==> config.mk <==
export PLATFORM = sky130hd
export DESIGN_NAME = tx_frame_controller
export DESIGN_NICKNAME = d
export VERILOG_FILES = /design/src/rtl/tx_frame_pkg.sv /design/src/rtl/tx_frame_controller.sv
export SDC_FILE = /design/constraint.sdc
export NUM_CORES = 1
export LEC_CHECK = 0
export ABC_AREA = 1
export BUFFER_PORTS_ARGS = -buffer_cell sky130_fd_sc_hd__buf_2
export CAP_MARGIN = 25
export CORE_MARGIN = 5
export CORE_UTILIZATION = 50
export DETAILED_ROUTE_END_ITERATION = 8
export PLACE_DENSITY = 0.74
export SYNTH_ARGS = -nofsm -noshare
export SYNTH_HDL_FRONTEND = slang
export SYNTH_SLANG_ARGS = --single-unit
export TNS_END_PERCENT = 10
==> constraint.sdc <==
create_clock -name i_clk -period 1.6 [get_ports i_clk]
set_input_delay 0.32 -clock i_clk [delete_from_list [all_inputs] [get_ports i_clk]]
set_output_delay 0.32 -clock i_clk [all_outputs]
set_load 0.005 [all_outputs]
==> src/rtl/tx_frame_pkg.sv <==
// Shared types and constants for the transmit frame sequencer.
package tx_frame_pkg;

  // Frame sequencer states; the 3-bit encoding is exported on o_state.
  typedef enum logic [2:0] {
    ST_IDLE     = 3'd0,
    ST_PREAMBLE = 3'd1,
    ST_HEADER   = 3'd2,
    ST_PAYLOAD  = 3'd3,
    ST_FLUSH    = 3'd4,
    ST_GAP      = 3'd5
  } state_e;

  // Byte value sent on every flush beat.
  localparam logic [7:0] FLUSH_BYTE = 8'h00;

  // Length header is always two beats, MSB first.
  localparam int HEADER_BEATS = 2;

endpackage

==> src/rtl/tx_frame_controller.sv <==
// Frame sequencer in front of the modulator byte input: preamble, 2-byte
// length header, counted payload passthrough, zero flush and idle gap.
module tx_frame_controller
  import tx_frame_pkg::*;
#(
  parameter int          SIZE_INPUT_BIT = 8,
  parameter int          PREAMBLE_LEN   = 4,
  parameter logic [7:0]  PREAMBLE_BYTE  = 8'h55,
  parameter int          FLUSH_LEN      = 16,
  parameter int          GAP_CYCLES     = 8,
  parameter int          LEN_WIDTH      = 16
) (
  input  logic                      i_clk,
  input  logic                      i_reset,
  input  logic                      i_start,
  input  logic                      i_abort,
  input  logic [LEN_WIDTH-1:0]      i_length,
  input  logic [SIZE_INPUT_BIT-1:0] i_data,
  input  logic                      i_valid_input,
  output logic                      o_ready,
  output logic [SIZE_INPUT_BIT-1:0] o_data,
  output logic                      o_valid,
  input  logic                      i_ready_output,
  output logic                      o_busy,
  output logic                      o_done,
  output logic                      o_aborted,
  output logic [2:0]                o_state
);

  localparam logic [LEN_WIDTH-1:0] CNT_ONE      = LEN_WIDTH'(1);
  localparam logic [LEN_WIDTH-1:0] CNT_PREAMBLE = LEN_WIDTH'(PREAMBLE_LEN - 1);
  localparam logic [LEN_WIDTH-1:0] CNT_HEADER   = LEN_WIDTH'(HEADER_BEATS - 1);
  localparam logic [LEN_WIDTH-1:0] CNT_FLUSH    = LEN_WIDTH'(FLUSH_LEN - 1);
  localparam logic [LEN_WIDTH-1:0] CNT_GAP      = LEN_WIDTH'(GAP_CYCLES - 1);

  state_e                 state_q, state_d;
  logic [LEN_WIDTH-1:0]   cnt_q, cnt_d;     // shared beat/gap/payload down-counter
  logic [LEN_WIDTH-1:0]   len_q, len_d;     // captured payload length for the header
  logic                   abort_q, abort_d; // abort requested during this frame

  logic                      valid_s;
  logic                      ready_s;
  logic [SIZE_INPUT_BIT-1:0] data_s;
  logic                      beat_s;
  logic                      abort_pend_s;
  logic                      done_s;

  // Output byte/valid selection; generated bytes come only from registered state so they hold under stall.
  always_comb begin
    valid_s = 1'b0;
    ready_s = 1'b0;
    data_s  = '0;
    case (state_q)
      ST_PREAMBLE: begin
        valid_s = 1'b1;
        data_s  = SIZE_INPUT_BIT'(PREAMBLE_BYTE);
      end
      ST_HEADER: begin
        valid_s = 1'b1;
        if (cnt_q != '0) begin
          data_s = len_q[2*SIZE_INPUT_BIT-1 -: SIZE_INPUT_BIT];
        end else begin
          data_s = len_q[SIZE_INPUT_BIT-1:0];
        end
      end
      ST_PAYLOAD: begin
        valid_s = i_valid_input;
        ready_s = i_ready_output;
        data_s  = i_data;
      end
      ST_FLUSH: begin
        valid_s = 1'b1;
        data_s  = SIZE_INPUT_BIT'(FLUSH_BYTE);
      end
      default: begin
        valid_s = 1'b0;
      end
    endcase
  end

  assign beat_s       = valid_s && i_ready_output;
  assign abort_pend_s = abort_q || i_abort;

  // Final-cycle detection: last gap cycle, or the last flush beat when there is no gap.
  always_comb begin
    if (state_q == ST_GAP && cnt_q == '0) begin
      done_s = 1'b1;
    end else if (GAP_CYCLES == 0 && state_q == ST_FLUSH && cnt_q == '0 && beat_s) begin
      done_s = 1'b1;
    end else begin
      done_s = 1'b0;
    end
  end

  // Next-state logic; a pending abort leaves for FLUSH only once no byte is being offered unaccepted.
  always_comb begin
    state_d = state_q;
    cnt_d   = cnt_q;
    len_d   = len_q;
    abort_d = abort_q;
    case (state_q)
      ST_IDLE: begin
        abort_d = 1'b0;
        if (i_start) begin
          state_d = ST_PREAMBLE;
          cnt_d   = CNT_PREAMBLE;
          len_d   = i_length;
        end else begin
          state_d = ST_IDLE;
        end
      end
      ST_PREAMBLE, ST_HEADER, ST_PAYLOAD: begin
        abort_d = abort_pend_s;
        if (abort_pend_s && (!valid_s || beat_s)) begin
          state_d = ST_FLUSH;
          cnt_d   = CNT_FLUSH;
        end else if (!beat_s) begin
          state_d = state_q;
        end else if (state_q == ST_PAYLOAD) begin
          cnt_d = cnt_q - CNT_ONE;
          if (cnt_q == CNT_ONE) begin
            state_d = ST_FLUSH;
            cnt_d   = CNT_FLUSH;
          end else begin
            state_d = ST_PAYLOAD;
          end
        end else if (cnt_q != '0) begin
          cnt_d = cnt_q - CNT_ONE;
        end else if (state_q == ST_PREAMBLE) begin
          state_d = ST_HEADER;
          cnt_d   = CNT_HEADER;
        end else if (len_q == '0) begin
          state_d = ST_FLUSH;
          cnt_d   = CNT_FLUSH;
        end else begin
          state_d = ST_PAYLOAD;
          cnt_d   = len_q;
        end
      end
      ST_FLUSH: begin
        abort_d = abort_pend_s;
        if (!beat_s) begin
          state_d = ST_FLUSH;
        end else if (cnt_q != '0) begin
          cnt_d = cnt_q - CNT_ONE;
        end else if (GAP_CYCLES == 0) begin
          state_d = ST_IDLE;
          abort_d = 1'b0;
        end else begin
          state_d = ST_GAP;
          cnt_d   = CNT_GAP;
        end
      end
      ST_GAP: begin
        abort_d = abort_pend_s;
        if (cnt_q == '0) begin
          state_d = ST_IDLE;
          abort_d = 1'b0;
        end else begin
          cnt_d = cnt_q - CNT_ONE;
        end
      end
      default: begin
        state_d = ST_IDLE;
        cnt_d   = '0;
        abort_d = 1'b0;
      end
    endcase
  end

  // State register with asynchronous active-low reset discarding any frame in flight.
  always_ff @(posedge i_clk or negedge i_reset) begin
    if (!i_reset) begin
      state_q <= ST_IDLE;
      cnt_q   <= '0;
      len_q   <= '0;
      abort_q <= 1'b0;
    end else begin
      state_q <= state_d;
      cnt_q   <= cnt_d;
      len_q   <= len_d;
      abort_q <= abort_d;
    end
  end

  assign o_valid   = valid_s;
  assign o_ready   = ready_s;
  assign o_data    = data_s;
  assign o_busy    = (state_q != ST_IDLE);
  assign o_done    = done_s;
  assign o_aborted = done_s && abort_pend_s;
  assign o_state   = state_q;

endmodule

==> summary.txt <==
CTS
  – CTS buffer count: 5
  – Source-to-sink clock delay at the later pin of the worst-skew pair: 300 ps
  – Clk slew on worst S/H paths: 70 ps
  – Number of clock sinks: 36
  – CTS tree: done
  – Root Buffer: clkbuf_8
  – H-tree depth: 2
  – CTS max path bufs: 2

STA
  – RSZ-0062 raised after global routing: true
  – Worst Slack Setup Final: -453.4 ps
  – Final number of max-transition violations: 0
  – Final period util: 1.283
  – Fin crit period: 2053 ps
  – TNS Setup: -9251 ps
  – Final Hold Violating Endpoints: 0
  – Hold_ws: 249.9 ps
  – Final setup viols: 32
  – Worst rel slew slack: 0.6842
  – Least-Margin Pin Slew: 473.7 ps
  – Fmax achieved: 487.0 MHz
  – Post-Route Skew: 6.406 ps

Floorplan
  – Site Rows: 28
  – DIE WIDTH: 88.54 um
  – Die Y: 88.54 um
  – Starting Density: 0.5179
  – Number of I/O pins: 46
  – Placeable Area: 0.005956 mm2
  – Die area: 0.007839 mm2

Placement
  – Post-DP HPWL: 7508 um
  – Final GP Congestion: 0.8799
  – Port Buffers: 45
  – Placed cells: 687
  – Pre-CTS worst setup slack: -220.3 ps

Worst setup path
  – Flop2flop setup slack: -300 ps
  – Critical path required time: 1280 ps
  – Critical path startpoint category: flip-flop
  – CP max FO: 6
  – Setup crit end kind: output port
  – CP Class: flip-flop to output port
  – Arrival time at the worst endpoint: 1730 ps
  – FF-to-FF Start: cnt_q[4]
  – R2r endpoint: cnt_q[10]
  – Reg2reg path depth: 13

Routing
  – Wire length per cell: 14.48 um
  – Met1 WL: 4379 um
  – Vias/cell: 5.309
  – WL final: 10250 um
  – Routed wl met3: 728 um
  – Highest metal used: met4
  – First-pass iteration count of the detailed router: 7
  – Post-route DRC violation count: 0
  – Met2 wire length: 4937 um
  – ANT nets after route: 0
  – Drt first-iter violations: 313
  – Routed vias: 3759

Global routing
  – Tot GR Track Use: 0.2726
  – Residual overflow from global routing: 0
  – Vias in the first global route: 3647
  – Largest net degree at the start of global routing: 22
  – First-pass GRT wire length: 16720 um
  – Initial antenna violation count: 0

Synth
  – Synth cell types: 35
  – Post-synthesis average cell area: 6.243 um2
  – Sequential element share of the synthesized area: 0.2921
  – Warnings, synthesis: 0
  – Synth Instances: 494
  – Mapped Area: 0.003084 mm2
  – Syn nets: 527
  – Yosys reg bits: 36

Layout
  – Final nets: 665
  – Diodes inserted: 0
  – Area of the multi-input gates: 0.002066 mm2
  – Area added between synthesis and finish: 41.54%
  – Sequential Area: 904.6 um2
  – Non-Filler Instances: 708
  – Fillcell total: 491
  – Share of cells above drive strength 1: 0.3602

Pwr
  – Net Sw Frac: 0.5007
  – Internal power: 4606 uW
  – Clock share of power: 0.076
  – Sw power: 4619 uW
  – Pwr per Cell Area: 2113 mW/mm2
  – Total power: 9225 uW
  – Maximum vdd drop: 1.258 mV
  – Comb pwr share: 0.747
  – Pleak: 0.002470 uW
  – Reg power frac: 0.177

Worst hold path
  – Hold path depth: 2
  – Path type of the worst min-delay path: input port to flip-flop
  – End point of the worst hold path: len_q[6]
  – Launch point of the worst hold path: i_length[6]

Status
  – Failing checks: negative setup slack
  – Status: finished with violations

Flow run
  – Maxcap violations: 0
[how the worst max path moves through the flow]
stage                   from        end  slack, ps  cells past startpoint
floorplan           cnt_q[0]  o_data[7]        -60                      8
global placement    cnt_q[1]  o_data[5]       -200                      8
detailed placement  cnt_q[0]  o_data[5]       -220                      8
CTS                 cnt_q[9]  o_data[0]       -400                     10
global route        cnt_q[0]  o_data[7]       -590                      8
finish              cnt_q[4]  o_data[0]       -450                      8
[layout by cell type (no fill, tap or decap), types with 2 or more instances in the layout]
cell type and count:
nor2_2 7, or2_2 2, nand2_4 6, clkbuf_8 6, mux2_2 12, inv_1 37, inv_2 10, nor3_2 2
dfrtp_1 33, o21ai_1 12, a21oi_1 8, o211ai_1 3, xor2_1 3, nand2_1 182, buf_12 3, buf_2 45
dfrtp_2 3, nor3_1 2, nor2_1 57, nor2_4 8, ha_1 2, o21ai_0 12, o21ai_2 2, buf_4 90
nand4_1 6, nand3_1 40, nand3_2 14, nand2_2 6, buf_6 4
[logic make-up after synthesis]
family	Yosys count	share of synthesized area
xor gates and xnor gates	6	0.01704
AOI/OAI and AO/OA	40	0.06937
buffers and inverters	62	0.08356
muxes	12	0.04381
DFF	36	0.2921
adders and majority gates	3	0.01217
and+or+nand+nor	335	0.4819
[layout make-up]
type	instances	area share
flip-flops and latches	36	0.2072
multi-input cells	396	0.4732
inverters	50	0.04385
repair buffers	143	0.2327
clock inverters	1	0.001720
well taps	75	0.02150
clock buffers	7	0.01978
[metrics by stage]
stage               area [um2]    util
floorplan                 3108       -
global placement          4025  0.6758
detailed placement        4025  0.6758
CTS                       4263  0.7158
global route              4365  0.7330
finish                    4365  0.7330
[metal layers]
metal	GRT usage	up-vias
met3	0.04376	22
met4	0.07143	0
li1	-	1839
met5	0	-
met2	0.4799	173
met1	0.3474	1725
[worst max-delay path: stages (launching register included)]
cell      delay [ps]
dfrtp_1          420
nor2_4           160
nand4_1          160
nor2_4           220
buf_6            160
nand2_2           50
o211ai_1          80
nand2_1           60
buf_2            130
[what timing repair did]
action                     CTS  global route
hold buffers                 1             0
resized for setup           25            23
pin swaps                   13             8
gates cloned                 1             0
setup endpoints to repair   32            33
hold endpoints to repair    17             0
buffers inserted             9             2
[registers in the layout, summed over array words and instances (netlist names)]
signal / flops
cnt_q: 16
abort_q: 1
o_state: 3
len_q: 16
[Yosys cell counts]
| master | count | area, um2 |
|---|---|---|
| nand2_2 | 5 | 31.28 |
| and2_1 | 1 | 6.260 |
| nand2_4 | 5 | 56.30 |
| nor2_2 | 5 | 31.28 |
| o22ai_1 | 1 | 6.260 |
| clkbuf_1 | 2 | 7.510 |
| nor2_4 | 2 | 22.52 |
| o211ai_1 | 3 | 22.52 |
| clkinv_1 | 1 | 3.750 |
| a31oi_1 | 1 | 6.260 |
| xor2_1 | 4 | 35.03 |
| xnor2_1 | 2 | 17.52 |
| ha_1 | 3 | 37.54 |
| nand4_4 | 1 | 21.27 |
| inv_1 | 43 | 161.4 |
| a21oi_2 | 1 | 8.760 |
| nand4_1 | 6 | 37.54 |
| nand3b_1 | 1 | 7.510 |
| inv_2 | 5 | 18.77 |
| nand2_1 | 184 | 690.7 |
| nand3_1 | 49 | 245.2 |
| nor3_2 | 2 | 20.02 |
| clkinv_2 | 1 | 5.000 |
| buf_1 | 1 | 3.750 |
| or2_2 | 2 | 12.51 |
| buf_6 | 2 | 22.52 |
| nor2_1 | 65 | 244.0 |
| nor3_1 | 2 | 10.01 |
| a21oi_1 | 8 | 40.04 |
| buf_2 | 7 | 35.03 |
| dfrtp_1 | 36 | 900.9 |
| mux2_2 | 12 | 135.1 |
| o21ai_1 | 1 | 5.000 |
| nand3_2 | 5 | 50.05 |
| o21ai_0 | 25 | 125.1 |
[power by group through the flow]
stage	logic, uW	clock network [uW]	registers, uW
6_report	6890	703	1630
5_1_grt	7540	759	1690
4_1_cts	6510	721	1590
3_5_place_dp	6100	0	1590
3_3_place_gp	5940	0	1580
2_1_floorplan	3710	0	1590
Power figures use the tool's default switching activity.
